==> config.mk <==
export PLATFORM = sky130hd
export DESIGN_NAME = barrel_shift_l_seq
export DESIGN_NICKNAME = d
export VERILOG_FILES = /design/src/rtl/barrel_shift_l_seq.sv
export SDC_FILE = /design/constraint.sdc
export NUM_CORES = 1
export LEC_CHECK = 0
export ABC_AREA = 1
export CAP_MARGIN = 20
export CORE_UTILIZATION = 48
export CTS_BUF_LIST = sky130_fd_sc_hd__clkbuf_2
export DETAILED_ROUTE_END_ITERATION = 10
export GPL_ROUTABILITY_DRIVEN = 0
export PLACE_DENSITY = 0.72
export SLEW_MARGIN = 10
export SYNTH_ARGS = -nofsm -noshare
export SYNTH_HDL_FRONTEND = slang
export SYNTH_SLANG_ARGS = --single-unit
==> constraint.sdc <==
create_clock -name clk -period 2.35 [get_ports clk]
set_input_delay 0.235 -clock clk [delete_from_list [all_inputs] [get_ports clk]]
set_output_delay 0.235 -clock clk [all_outputs]
set_load 0.03 [all_outputs]
==> src/rtl/barrel_shift_l_seq.sv <==
// rtl/barrel_shift_l_seq.sv - multicycle left rotate / logical shift, one log-stage per clock
//
// Purpose: rotates left (mode=0) or shifts left with zero fill (mode=1) a
//          WIDTH-bit operand by shift_amnt, applying one power-of-two stage
//          per clock so the result appears SHW cycles after acceptance.
// Ports:
//   clk, rst_n              clock, asynchronous active-low reset
//   in_valid / in_ready     producer handshake (accept in IDLE only)
//   shift_amnt [SHW-1:0]    distance 0..WIDTH-1
//   shift_str  [WIDTH-1:0]  operand
//   mode                    0 = rotate left, 1 = shift left zero fill
//   out_valid / out_ready   consumer handshake (result held under backpressure)
//   shifted_str[WIDTH-1:0]  result, holds last value until next completion
//   busy                    high while shifting or waiting for the consumer
module barrel_shift_l_seq #(
    parameter int WIDTH = 32,
    parameter int SHW   = 5
) (
    input  logic             clk,
    input  logic             rst_n,
    input  logic             in_valid,
    output logic             in_ready,
    input  logic [SHW-1:0]   shift_amnt,
    input  logic [WIDTH-1:0] shift_str,
    input  logic             mode,
    output logic             out_valid,
    input  logic             out_ready,
    output logic [WIDTH-1:0] shifted_str,
    output logic             busy
);

    typedef enum logic [1:0] {
        S_IDLE  = 2'd0,
        S_SHIFT = 2'd1,
        S_DONE  = 2'd2
    } state_t;

    state_t           state_q, state_d;
    logic [SHW-1:0]   k_q, k_d;
    logic [SHW-1:0]   amt_q, amt_d;
    logic             mode_q, mode_d;
    logic [WIDTH-1:0] work_q, work_d;
    logic [WIDTH-1:0] res_q, res_d;
    logic [WIDTH-1:0] stage_out;

    // Candidate results of every stage, computed from the working register.
    // Only the one selected by k is ever committed.
    logic [WIDTH-1:0] stage_rot [SHW];
    logic [WIDTH-1:0] stage_shl [SHW];

    for (genvar g = 0; g < SHW; g++) begin : g_stage
        localparam int D = 2 ** g;
        assign stage_rot[g] = {work_q[WIDTH-1-D:0], work_q[WIDTH-1:WIDTH-D]};
        assign stage_shl[g] = {work_q[WIDTH-1-D:0], {D{1'b0}}};
    end

    always_comb begin
        stage_out = work_q;
        for (int s = 0; s < SHW; s++) begin
            if ((k_q == SHW'(s)) && amt_q[s]) begin
                stage_out = mode_q ? stage_shl[s] : stage_rot[s];
            end
        end
    end

    always_comb begin
        state_d = state_q;
        k_d     = k_q;
        amt_d   = amt_q;
        mode_d  = mode_q;
        work_d  = work_q;
        res_d   = res_q;
        unique case (state_q)
            S_IDLE: begin
                if (in_valid) begin
                    work_d  = shift_str;
                    amt_d   = shift_amnt;
                    mode_d  = mode;
                    k_d     = '0;
                    state_d = S_SHIFT;
                end
            end
            S_SHIFT: begin
                work_d = stage_out;
                k_d    = k_q + SHW'(1);
                if (k_q == SHW'(SHW - 1)) begin
                    // Result register only changes here, so partial stage
                    // values never reach shifted_str.
                    res_d   = stage_out;
                    state_d = S_DONE;
                end
            end
            S_DONE: begin
                if (out_ready) begin
                    state_d = S_IDLE;
                end
            end
            default: state_d = S_IDLE;
        endcase
    end

    always_ff @(posedge clk or negedge rst_n) begin
        if (!rst_n) begin
            state_q <= S_IDLE;
            k_q     <= '0;
            amt_q   <= '0;
            mode_q  <= 1'b0;
            work_q  <= '0;
            res_q   <= '0;
        end else begin
            state_q <= state_d;
            k_q     <= k_d;
            amt_q   <= amt_d;
            mode_q  <= mode_d;
            work_q  <= work_d;
            res_q   <= res_d;
        end
    end

    assign in_ready    = (state_q == S_IDLE);
    assign out_valid   = (state_q == S_DONE);
    assign busy        = (state_q != S_IDLE);
    assign shifted_str = res_q;

endmodule
# Word-level counts from Yosys, hierarchy flattened
# Cells that the tools add are included.
[classes]
mux = 18
n_mul = 0
magnitude_cmp = 0
div = 0
addsub = 1
n_eq_ne = 9
shifts = 0
bitwise = 0
n_reduce_logical = 13
[ops]
columns = ["operator", "n"]
rows = [
  ["32-bit two-way mux", 6],
  ["32-bit case mux with 2 select lines", 1],
  ["16-bit two-way mux", 1],
  ["5-bit by 2-bit == test with 1-bit output (second input constant)", 2],
  ["5-bit case mux with 2 select lines", 1],
  ["2-bit two-way mux", 4],
  ["8-bit two-way mux", 1],
  ["2-bit case mux with 3 select lines", 1],
  ["2-bit AND reduction", 3],
  ["5-bit by 1-bit adder with 5-bit output (second input constant)", 1],
  ["5-bit by 1-bit == test with 1-bit output (second input constant)", 1],
  ["5-bit by 3-bit == test with 1-bit output (second input constant)", 1],
  ["1-bit logical AND", 5],
  ["5-bit logical NOT", 1],
  ["5-bit two-way mux", 1],
  ["4-bit two-way mux", 1],
  ["2-bit != test (second input constant)", 2],
  ["2-bit nonzero test", 2],
  ["3-bit AND reduction", 1],
  ["2-bit by 1-bit == test with 1-bit output (second input constant)", 1],
  ["2-bit == test (second input constant)", 1],
  ["2-bit logical NOT", 1],
  ["2-bit by 1-bit != test with 1-bit output (second input constant)", 1],
  ["1-bit two-way mux", 1],
]
[word_totals]
ram_bits = 0
regBits = 77
memories = 0
wordCells = 47
out_inout_bits = 35
romBits = 0
latch_bits = 0

# Logic depth before layout (Yosys ltp)
[logic_depth]
depth_word = 8
ltp_mapped = 14

# Worst setup path after synthesis
# No wires, ideal clock.
[synth_path]
path_kind = "register -> register"
startpoint = "register k_q[0]"
endpoint = "register res_q[8], in the netlist shifted_str[8]"
setup_time_ns = 0.117
path_stages_with_launch = 12
setup_slack_ns = 0.604
path_buffers = 2
required_time_ns = 2.233
period_less_slack_ns = 1.746
t_arrival_ns = 1.629
path_cell_list = "dfrtp_1 > inv_1 > ha_1 > inv_1 > nor2_4 > nand3_2 > nor2_1 > buf_4 > buf_2 > o21ai_1 > nand3_1 > nand2_1"
[synth_between]
elab_chain_cells = 7
word_cells_on_any_way = 16
cone_classes = "eq/ne (4); mux (5); reduce/logical (7)"
[synth_lines]
columns = ["element", "line_no", "source"]
rows = [
  ["from (decl)", "39", "logic [SHW-1:0] k_q, k_d;"],
  ["from (signal assigned)", "112", "k_q <= k_d;"],
  ["5-bit logical NOT", "60", "if ((k_q == SHW'(s)) && amt_q[s]) begin"],
  ["1-bit logical AND", "60", ""],
  ["32-bit two-way mux (5 in a row)", "60", ""],
  ["to (signal assigned)", "116", "res_q <= res_d;"],
  ["to (decl)", "43", "logic [WIDTH-1:0] res_q, res_d;"],
]
# Several ways; a longest one is shown, not always the timed one.
# A chain may end at the register's enable or synchronous reset.

# Final worst setup path
[layout_path]
startpoint = "register k_q[0]"
endpoint = "register work_q[19]"
[layout_between]
elab_chain_cells = 8
word_cells_on_any_way = 16
cone_classes = "eq/ne (4); mux (6); reduce/logical (6)"
[layout_lines]
columns = ["element", "line_no", "source"]
rows = [
  ["5-bit logical NOT", "60", ""],
  ["1-bit logical AND", "60", ""],
  ["32-bit two-way mux (4 in a row)", "60", ""],
  ["32-bit two-way mux *", "60", ""],
  ["32-bit case mux with 2 select lines *", "73", "unique case (state_q)"],
  ["to (signal assigned)", "115", "work_q <= work_d;"],
  ["to (decl)", "42", "logic [WIDTH-1:0] work_q, work_d;"],
]
# Mark *: on every way between the ends. The rest lies on a longest branch, timed or not.

==> flow_summary.ini <==
[clocking]
clkSlewWorstSetupHoldPaths_ps = 210
h-tree-depth = 3
post-cts-setup-buffer-count = 0
clockBufferDepth = 2
cts_resized = 0
cts.sinks = 77
cts_root_buf = clkbuf_2
clock_latency_ps = 570
cts-hold-fix-buffers = 1
numCtsBuffers = 9
cts_tree = yes

[drt]
drt_wl_total_um = 17400
drt_iter0_markers = 869
wire_per_inst_um = 16.7
vias = 5938
drcViolationCount = 0
drtPass1Iterations = 6
routed_via_density = 5.71
final_antenna_net_count = 0

[final_layout]
final_nets = 942
nFillCells = 1078
final_common_cell = nand2_1
layout_common_cells = 347 x nand2_1, 113 x nand3_1, 79 x inv_1, 77 x dfrtp_1, 74 x clkdlybuf4s50_1
diodes = 0
syn2layout_area_growth_pct = 18.0
stdcell_count = 1040
drive_above_1_share_pct = 6.89

[synth]
synth_edf_count = 0
synthArstFlopShare_pct = 100
syn_area_sq_um = 5380
syn_area_per_cell_sq_um = 6.39
yosys_register_bits = 77
synth_cells = 841
synthFlopType = dfrtp_1
syn-num-nets = 887
yosysUniqueCellTypes = 29
yosys_warnings = 0
yosysSeqAreaShare_pct = 35.8

[sta]
rsz0062_at_grt = false
finalMaxSlewViolations = 0
maxSlewHeadroom_pct = 56.9
finalSetupViolCount = 0
fin_hold_ws_ps = 139
post-route-period-util_pct = 90.0
tns_ps = 0
fin_worst_skew_ps = 24.1
timing.final.ws_setup_ps = 236
min_period_ps = 2110
tightest_slew_ps = 645
fmax_mhz = 473
finalHoldViolCount = 0

[global_route]
grt_pass1_vias = 5770
grt_pass1_wl_um = 28700
grt-ovfl-total = 0
grt_start_max_net_pins = 57
grt_use_total_pct = 32.2
antenna_found_initial = 0

[place]
io_buffers = 76
place_ws_ps = 280
dp_hpwl_um = 12200
dp_cells = 1024

[critical_path]
reg2reg_slack_ps = 240
endpoint_kind = flop
slowest_delay_ps = 470
crit_chain = inv_1 -> ha_1 -> inv_1 -> nor2_4 -> nand3_2 -> nor2_2 -> buf_12 -> a21oi_1 -> nand2_1 -> nand2_1 -> nand2_1 -> nand2_1
start_kind = flop
r2r_start = k_q[0]
critical_path.max_fanout = 56
worstSetupPathType = flop to flop
slowest_stage = dfrtp_1
worst-endpoint-arrival_ps = 2580
required_ps = 2820
crit_path_frequent_cell = nand2_1
startpoint = k_q[0]

[floorplanning]
chipWidth_um = 108
core_area_sq_um = 10900
io_pins = 77
initial_core_util_pct = 49.4
dieArea_sq_um = 11600
num_rows = 38
die_h_um = 108

[power]
p_per_area_nw_per_um2 = 1570
power_leakage_nw = 3.25
power_mw = 9.95
vdd_drop_max_uv = 741

[flow_run]
drv_cap = 0

[status]
status = completed

[min_path]
hold_path.class = input port to asynchronous set/reset pin
==> state kept, by name (all words and copies together), names as in the netlist <==
signal,count
mode_q,1
state_q,2
amt_q,5
shifted_str,32
k_q,5
work_q,32
==> worst max-delay path: cells and delay by family (launching register included) <==
kind / cells / cell delay [ps]
adders and majority gates: 1 / 180
buffers and inverters: 3 / 450
and+or+nand+nor: 7 / 810
DFF: 1 / 470
AOI/OAI and AO/OA: 1 / 90
==> metal layers <==
layer | wire length (um) | up-vias | track usage, %
met5 | 0 | - | 0
met4 | 522 | 0 | 14.4
met3 | 1740 | 53 | 5.63
met2 | 7980 | 348 | 50.6
met1 | 7160 | 2744 | 43.3
li1 | - | 2793 | -
==> cell families after synthesis <==
logic type                 count (synthesis)  synth area share, %
DFF                                       77                 35.8
xor gates and xnor gates                   2                0.326
muxes                                      5                 1.02
buffers and inverters                    139                 10.8
adders and majority gates                  4                0.931
and+or+nand+nor                          507                 41.0
AOI/OAI and AO/OA                        107                 10.0
==> cell usage after synthesis (3+ instances only) <==
| library cell | n | area share [%] |
|---|---|---|
| nand2_1 | 347 | 24 |
| nand3_1 | 113 | 11 |
| inv_1 | 79 | 5.5 |
| dfrtp_1 | 77 | 36 |
| a21oi_1 | 68 | 6.3 |
| o21ai_0 | 35 | 3.3 |
| clkbuf_1 | 24 | 1.7 |
| nand4_1 | 23 | 2.7 |
| buf_2 | 21 | 2.0 |
| nor2_1 | 10 | 0.70 |
| buf_4 | 7 | 0.98 |
| nor2_4 | 5 | 1.0 |
| ha_1 | 4 | 0.93 |
| inv_2 | 4 | 0.28 |
| mux2_2 | 4 | 0.84 |
| buf_1 | 3 | 0.21 |
==> power breakdown <==
group | switching (mW) | internal, mW
Combinational | 4.40 | 2.21
Clock | 0.469 | 0.140
Sequential | 0.760 | 1.96
Total | 5.63 | 4.31
==> final cells by class <==
cell class / instances / area [sq um] / share of cell area (%)
clock buffers: 12 / 60.1 / 0.947
clock inverters: 3 / 13.8 / 0.217
inverters: 83 / 312 / 4.91
multi-input cells: 625 / 2870 / 45.2
flip-flops and latches: 77 / 1930 / 30.4
well taps: 140 / 175 / 2.76
repair buffers: 100 / 988 / 15.6
==> per-stage QoR <==
step / utilization [%] / instance area, sq um
global route: 58.3 / 6340
finish: 58.3 / 6340
detailed placement: 57.5 / 6260
CTS: 58.3 / 6340
global placement: 57.5 / 6260
floorplan: - / 5380
==> path summary, 6_finish.rpt <==
check / endpoint / depth (start not counted)
max: work_q[19] / 12
min: shifted_str[0] / 2
max reg2reg: work_q[19] / 12
min reg2reg: shifted_str[3] / 2
max in group asynchronous: shifted_str[17] / 3
min in group clk: state_q[1] / 2
Power figures use the tool's default switching activity.
